===== src/rtl/instruction_fetch_if.sv =====
// Instruction-memory request/ready port between the fetch stage (master) and
// instruction memory (slave). Address is held stable while imem_req is high.
interface instruction_fetch_if #(
  parameter int unsigned AW = 32
);
  logic          imem_req;
  logic [AW-1:0] imem_addr;
  logic          imem_rdy;
  logic [31:0]   imem_rdata;

  modport master (
    output imem_req,
    output imem_addr,
    input  imem_rdy,
    input  imem_rdata
  );

  modport slave (
    input  imem_req,
    input  imem_addr,
    output imem_rdy,
    output imem_rdata
  );
endinterface


===== src/rtl/instruction_fetch.sv =====
// Fetch stage: holds the PC, fetches over a req/rdy port with variable latency,
// and presents the latched instruction to the control unit.
//
// state | meaning
// IDLE  | first cycle after reset release
// FETCH | request outstanding at pc_cur, waiting for imem_rdy
// VALID | instruction held for pc_cur, waiting for advance
// HALT  | misaligned next PC seen, stopped until reset
module instruction_fetch #(
  parameter int unsigned    AW        = 32,
  parameter logic [AW-1:0]  RESET_PC  = '0,
  parameter logic [31:0]    NOP_INSTR = 32'h0000_0013
) (
  input  logic                clk,
  input  logic                rst_n,
  instruction_fetch_if.master imem,
  input  logic                advance,
  input  logic                take_branch,
  input  logic [31:0]         branch_offset,
  output logic [31:0]         instr,
  output logic [6:0]          opcode,
  output logic                funct7_5,
  output logic                instr_valid,
  output logic [AW-1:0]       pc_cur,
  output logic                halted
);

  typedef enum logic [1:0] {
    IDLE  = 2'd0,
    FETCH = 2'd1,
    VALID = 2'd2,
    HALT  = 2'd3
  } state_t;

  state_t        state_q;
  logic [AW-1:0] pc_q;
  logic [31:0]   instr_q;
  logic          req_q;
  logic          valid_q;
  logic          halted_q;

  logic [AW-1:0] off_aw;
  logic [AW-1:0] pc_d;

  // Signed cast truncates or sign-extends the offset to the PC width.
  assign off_aw = AW'($signed(branch_offset));
  assign pc_d   = pc_q + (take_branch ? off_aw : AW'(4));

  always_ff @(posedge clk or negedge rst_n) begin
    if (!rst_n) begin
      state_q  <= IDLE;
      pc_q     <= RESET_PC;
      instr_q  <= NOP_INSTR;
      req_q    <= 1'b0;
      valid_q  <= 1'b0;
      halted_q <= 1'b0;
    end else begin
      case (state_q)
        IDLE: begin
          state_q <= FETCH;
          req_q   <= 1'b1;
        end
        FETCH: begin
          if (imem.imem_rdy) begin
            state_q <= VALID;
            instr_q <= imem.imem_rdata;
            req_q   <= 1'b0;
            valid_q <= 1'b1;
          end
        end
        VALID: begin
          if (advance) begin
            valid_q <= 1'b0;
            instr_q <= NOP_INSTR;
            if (pc_d[1:0] != 2'b00) begin
              state_q  <= HALT;
              halted_q <= 1'b1;
            end else begin
              state_q <= FETCH;
              pc_q    <= pc_d;
              req_q   <= 1'b1;
            end
          end
        end
        HALT: begin
          req_q   <= 1'b0;
          valid_q <= 1'b0;
        end
        default: state_q <= IDLE;
      endcase
    end
  end

  assign imem.imem_req  = req_q;
  assign imem.imem_addr = pc_q;

  assign instr       = instr_q;
  assign opcode      = instr_q[6:0];
  assign funct7_5    = instr_q[30];
  assign instr_valid = valid_q;
  assign pc_cur      = pc_q;
  assign halted      = halted_q;

endmodule


===== src/flat_wrapper.sv =====
// flat-port wrapper written by rule: the top's interface ports become plain ports
module instruction_fetch_flat 
#(
  parameter int unsigned    AW        = 32,
  parameter logic [AW-1:0]  RESET_PC  = '0,
  parameter logic [31:0]    NOP_INSTR = 32'h0000_0013
)
  (clk, rst_n, advance, take_branch, branch_offset, instr, opcode, funct7_5, instr_valid, pc_cur, halted, imem_imem_req, imem_imem_addr, imem_imem_rdy, imem_imem_rdata);
  instruction_fetch_if #(.AW(AW)) imem_i ();
  input  logic clk;
  input  logic rst_n;
  input  logic advance;
  input  logic take_branch;
  input  logic [31:0] branch_offset;
  output logic [31:0] instr;
  output logic [6:0] opcode;
  output logic funct7_5;
  output logic instr_valid;
  output logic [AW-1:0] pc_cur;
  output logic halted;
  output wire logic [$bits(imem_i.imem_req)-1:0] imem_imem_req;
  output wire logic [$bits(imem_i.imem_addr)-1:0] imem_imem_addr;
  input wire logic [$bits(imem_i.imem_rdy)-1:0] imem_imem_rdy;
  input wire logic [$bits(imem_i.imem_rdata)-1:0] imem_imem_rdata;
  assign imem_imem_req = imem_i.imem_req;
  assign imem_imem_addr = imem_i.imem_addr;
  assign imem_i.imem_rdy = imem_imem_rdy;
  assign imem_i.imem_rdata = imem_imem_rdata;
  instruction_fetch #(.AW(AW), .RESET_PC(RESET_PC), .NOP_INSTR(NOP_INSTR)) u_core (.clk(clk), .rst_n(rst_n), .imem(imem_i), .advance(advance), .take_branch(take_branch), .branch_offset(branch_offset), .instr(instr), .opcode(opcode), .funct7_5(funct7_5), .instr_valid(instr_valid), .pc_cur(pc_cur), .halted(halted));
endmodule

===== config.mk =====
export PLATFORM = sky130hd
export DESIGN_NAME = instruction_fetch_flat
export DESIGN_NICKNAME = d
export VERILOG_FILES = /design/src/rtl/instruction_fetch_if.sv /design/src/rtl/instruction_fetch.sv /design/src/flat_wrapper.sv
export SDC_FILE = /design/constraint.sdc
export NUM_CORES = 1
export LEC_CHECK = 0
export CAP_MARGIN = 20
export CORE_ASPECT_RATIO = 1.4
export CORE_MARGIN = 5
export CORE_UTILIZATION = 35
export CTS_CLUSTER_SIZE = 16
export DETAILED_ROUTE_END_ITERATION = 7
export PLACE_DENSITY = 0.75
export SETUP_SLACK_MARGIN = 0.15
export SLEW_MARGIN = 20
export SYNTH_ARGS = -nofsm -noshare
export SYNTH_HDL_FRONTEND = slang
export SYNTH_SLANG_ARGS = --single-unit

===== constraint.sdc =====
create_clock -name clk -period 3.4 [get_ports clk]
set_input_delay 1.02 -clock clk [delete_from_list [all_inputs] [get_ports clk]]
set_output_delay 1.02 -clock clk [all_outputs]
set_load 0.02 [all_outputs]

=== After elaboration in Yosys (flattened, before gate mapping) ===
Index checks and enable logic that the tools add are counted.

* $add $sub $neg: 1
* Equality and inequality tests: 6
* Mux-type cells: 15
* Bitwise gates (word level): 1
* Reduce and logical (&&, ||, !) cells: 11

{| class="wikitable"
|+ Operator list
! operator !! number
|-
| $mux W32 || 3
|-
| $pmux W32 S2 || 1
|-
| $add A32 B32 Y32 || 1
|-
| $reduce_and A3 Y1 || 6
|-
| $mux W2 || 3
|-
| $ne A2 B2 Y1 const B || 3
|-
| $pmux W2 S3 || 1
|-
| $reduce_bool A3 Y1 || 2
|-
| $mux W1 || 5
|-
| $eq A2 B2 Y1 const B || 2
|-
| $pmux W1 S4 || 1
|-
| $reduce_bool A2 Y1 || 2
|-
| $pmux W1 S3 || 1
|-
| $eq A2 B1 Y1 const B || 1
|-
| $logic_not A2 Y1 || 1
|-
| $not A1 Y1 || 1
|}

* Flip-flop bits (word level): 69
* Bits of input ports: 69
* Logic and storage cells: 40

=== Longest topological paths before layout ===
* Depth in word-level cells: 6
* Depth in mapped cells: 11
* Mapped depth without buffers: 10

=== Least setup slack after synthesis ===
OpenSTA, ideal clock, no wires.

* Path kind: input-to-reg
* From: in take_branch
* To: reg u_core.pc_q[30], in the netlist u_core.imem.imem_addr[30]
* Library setup time: 0.104 ns
* Arrival time: 3.376 ns
* Setup slack: -0.079 ns
* Stages on the path: 11
* Cells stage by stage: clkbuf_1 and2_1 ha_1 fa_1 a21o_1 a311o_1 o2111ai_4 a31oi_4 a211oi_4 nor4_1 o41ai_2

* Cells in the longest elaborated chain, start to end: 5

{| class="wikitable"
|+ RTL lines
! element !! RTL line !! source
|-
| start: declaration || flat_wrapper.sv:13 || <nowiki>input logic take_branch;</nowiki>
|-
| $mux W32 * || instruction_fetch.sv:47 || <nowiki>assign pc_d = pc_q + (take_branch ? off_aw : AW'(4));</nowiki>
|-
| $add A32 B32 Y32 * || instruction_fetch.sv:47 ||
|-
| $reduce_bool A2 Y1 || instruction_fetch.sv:75 || <nowiki>if (pc_d[1:0] != 2'b00) begin</nowiki>
|-
| $not A1 Y1 (no line) || -- ||
|-
| $reduce_and A3 Y1 (no line) || -- ||
|-
| end signal: assignment || instruction_fetch.sv:80 || <nowiki>pc_q <= pc_d;</nowiki>
|-
| end: declaration || instruction_fetch.sv:36 || <nowiki>logic [AW-1:0] pc_q;</nowiki>
|}

Every way passes the cells marked *; elsewhere a longest branch is shown, timed or not.
A chain may end at the register's enable or synchronous reset.

=== Worst setup path after layout ===
Ends and elaborated chain as after synthesis.

==> results.md <==
Status:
- The run finished with clean final reports.

Critical path:
- The worst setup path is launched from a primary input.
- The arrival time at the worst endpoint is 3380 ps.
- The type of the worst setup path is in -> reg.
- Data on the critical path is required at its endpoint by 3600 ps.
- In this run the worst setup path begins at take_branch.
- The cell with the largest stage delay on the worst path is a311o_1.
- The worst register-to-register path begins at u_core.imem.imem_addr[0].
- Of all nets on the critical path, the largest fanout is 5.
- The signal on the critical path passes through buf_6 > buf_12 > and2_4 > ha_4 > fa_2 > a21o_1 > a311o_1 > o2111ai_4 > a31oi_4 > a211oi_4 > nor3b_4 > o41ai_2.
- The family of cells with the greatest summed delay on the critical path is compound AO/OA/AOI/OAI gates.
- The nature of the critical path endpoint is a flip-flop.
- The sum of buffers and inverters on the critical path is 2.
- The largest single stage delay on the critical path is 390 ps.

Logic synthesis:
- Among all flip-flop cells after synthesis, the most frequent one is dfrtp_1.
- The cell type with the largest total area after synthesis is dfrtp_1.
- The area of the mapped netlist is 5090 sq um.
- Yosys attributes the largest share of cell area to dfrtp_1 32%, ha_1 9.1%, nand2_1 8.5%.
- For this run, the register share of the synthesized area comes to 0.340.
- The number of instances in the synthesized netlist is 605.
- Yosys printed 0 warnings.
- The per-instance average area after synthesis is 8.42 sq um.
- The proportion of synthesized flip-flops having asynchronous set or reset is 1.00.
- In this run, synthesis inferred 0 flip-flops with an integrated enable.
- The share of synthesized area in the top cell type comes to 0.324.
- The synthesized netlist contains 67 unique library cells.
- The post-synthesis net count is 712.
- After synthesis the netlist holds a flip-flop and latch count of 69.

STA:
- Headroom to the max-slew limit came out at 0.576.
- Dividing the final minimum period by the clock period gives 0.936.
- The smallest setup slack after layout is 219 ps.
- Setup repair after global routing could not meet its margin everywhere.
- Subtracting the final worst setup slack from the clock period gives 3180 ps.
- The final number of setup-violating endpoints is 0.
- The highest clock frequency the design can meet is 0.314 GHz.
- The number of hold violations in the final report is 0.
- The number of max-slew violations in the final report is 0.
- The final worst clock skew is 11.8 ps.
- The transition time of the tightest slew-check pin is 636 ps.
- Setup total negative slack on the finished layout was measured at 0 ps.

Route:
- The via count normalized by instance count is 5.15.
- The detailed-routing iteration count for the pre-antenna-repair pass is 5.
- Dividing the detail-routed wire length by the instance count gives 16.3 microns.
- The total length of routed wires is 16.8 mm.
- For this run, design rule violations remaining after detail routing come to 0.
- In this run, the number of DRC markers left after iteration 0 of detailed routing was 391.
- The final antenna-violating net count is 0.
- Detailed routing inserted a total of 5330 vias.

Die:
- The count of standard-cell rows is 52.
- The die width is 112 microns.
- The core region is 14400 sq um.
- The starting utilization of the core area is 0.354.
- The floorplan step defined a die boundary enclosing 17100 sq um.
- The floorplan die height is 153 microns.
- 176 I/O pins were placed.

Global route:
- The wire length of the first global-routing pass is 27.0 mm.
- The via count of the first global-routing pass came to 5483.
- The number of antenna violations at the first check in global routing is 0.
- The pin count of the biggest net entering global routing is 46.
- The global-route congestion overflow total is 0.
- Across every metal layer, demand over resource in global routing totals 0.192.

Placed design:
- After detailed placement, the total cell area comes to 7520 sq um.
- The number of placed instances, taps included, is 1009.
- The count of input and output buffers is 175.
- The post-detailed-placement half-perimeter wirelength is 12.8 mm.
- The placement-stage worst setup slack is -473 ps.
- The congestion estimate from routability-driven global placement came to 0.934.

Finish:
- The sequential cells in the finished layout cover a total of 1730 sq um.
- After the flow finishes, the layout carries non-filler instances totaling 1035.
- The layout has 1286 filler cells.
- The net count of the finished layout is 948.
- The number of diodes is 0.
- The area of combinational cells with multiple inputs is 3080 sq um.
- After routing the design area is 8070 sq um.
- The ratio of cells with drive above 1 in the final layout is 0.212.
- Compared with the post-synthesis result, the final layout area differs by 58.4%.

Hold path:
- The source of the worst hold timing path is u_core.instr[0].
- The class of the tightest hold or removal check is reg -> reg.

Clock network:
- The buffer levels on the longest clock path is 2.
- The total clock sinks is 69.
- The deepest level of the CTS H-tree is 3.
- The quantity of hold-fixing buffers added after cts is 0.
- Buffers inserted during clock tree synthesis total 9.
- The root buffer cell chosen for the clock tree is clkbuf_16.
- The clock tree from TritonCTS is built.
- The worst-skew pair later-pin latency is 330 ps.
- The clock input transition at the sequential cells of the worst setup and hold paths is 60 ps.

Job:
- Across the run, the number of max-cap violations was 0.

Pwr:
- The total power divided by cell area is 850 nW/um^2.
- VDD sags by at most 0.449 mV.
- The total leakage power is 3.74 nW.
==> synth_stat cells, drive strengths merged, types with 4 or more instances <==
cell type  count
and2          34
nand4          5
o21a           4
dfrtp         66
a31oi          8
clkbuf        18
nand3         37
a311oi         4
a21oi         30
and3           5
nand2        115
o21ai         45
a21o          22
o21bai         6
xor2          11
a211oi         6
xnor2         16
nor2          22
ha            37
inv           12
buf           47
nor3           7
==> sequential cells by signal, summed over array words and instances, names as in the netlist <==
register               cells
u_core.halted              1
u_core.imem.imem_req       1
u_core.instr              32
u_core.instr_valid         1
u_core.imem.imem_addr     32
u_core.state_q             2
==> cell usage in the layout (no fill, tap or decap), types with 4 or more instances in the layout <==
cell type          n
clkdlybuf4s50_1  170
a31oi_1            7
a21o_1            22
nand3_1           36
o21a_1             4
buf_4            110
and2_1            32
a21oi_1           23
ha_4               4
and3_1             5
nand2_1          115
a21oi_2            7
xnor2_1           16
nor2_1            22
inv_1             11
o21bai_1           6
ha_1              28
o21ai_0           33
o21ai_1           11
xor2_1            11
dfrtp_1           66
nor3_1             5
nand4_1            5
ha_2               5
clkbuf_16          9
==> what timing repair did <==
item / CTS / global route
pin swaps: 13 / 9
buffers inserted: 5 / 3
endpoints found under the setup margin: 19 / 10
cloned: 2 / 0
gates resized for setup: 12 / 27
==> worst paths after layout <==
check	endpoint	slack (ps)	cells past startpoint
hold / removal	u_core.instr[0]	460	2
hold reg to reg	u_core.instr[0]	460	2
setup / recovery	u_core.imem.imem_addr[30]	220	12
min in group asynchronous	u_core.instr[12]	790	2
max in group asynchronous	u_core.instr[0]	1750	3
setup reg to reg	u_core.imem.imem_addr[30]	750	9
==> tightest hold or removal path, cell delays in order, from the launching register on <==
cell and delay, ps:
dfstp_2 370, nand2_1 50, nand2_1 40
==> metrics by stage <==
step,hold WS [ps],utilization,total power [mW]
3_3_place_gp,447,0.523,5.77
6_report,457,0.561,6.86
5_1_grt,481,0.561,7.31
4_1_cts,460,0.550,6.81
2_1_floorplan,493,-,4.00
3_5_place_dp,447,0.523,5.85
==> kinds of logic after synthesis <==
kind of cell,after synthesis,synth area share
flip-flops,69,0.340
AND/OR/NAND/NOR,240,0.222
AO/OA/AOI/OAI,153,0.207
XOR/XNOR,27,0.0464
buffers and inverters,77,0.0884
multiplexers,1,0.00197
adder cells (fa/ha/maj),38,0.0948
==> cell type report <==
class                      count  area share
multi-input combinational    459       0.382
timing repair buffer         290       0.333
sequential                    69       0.214
clock buffer                  10      0.0296
tap                          189      0.0293
clock inverter                 6     0.00558
inverter                      12     0.00558
==> where the power goes <==
part | total [mW] | leakage [nW] | internal, mW | switching, mW
logic | 4.41 | 2.75 | 2.12 | 2.29
clock network | 0.911 | 0.132 | 0.518 | 0.392
registers | 1.54 | 0.865 | 1.20 | 0.332
total | 6.86 | 3.74 | 3.84 | 3.01
==> per-layer routing <==
metal,wire (microns),global-route usage,up-vias,part of all wire
met1,6560,0.216,2493,0.39
met2,8630,0.357,236,0.51
met5,0,0,-,0
li1,-,-,2555,-
met3,1090,0.0358,46,0.065
met4,558,0.0722,0,0.033
Note: power is estimated with default switching activity, not from simulation.
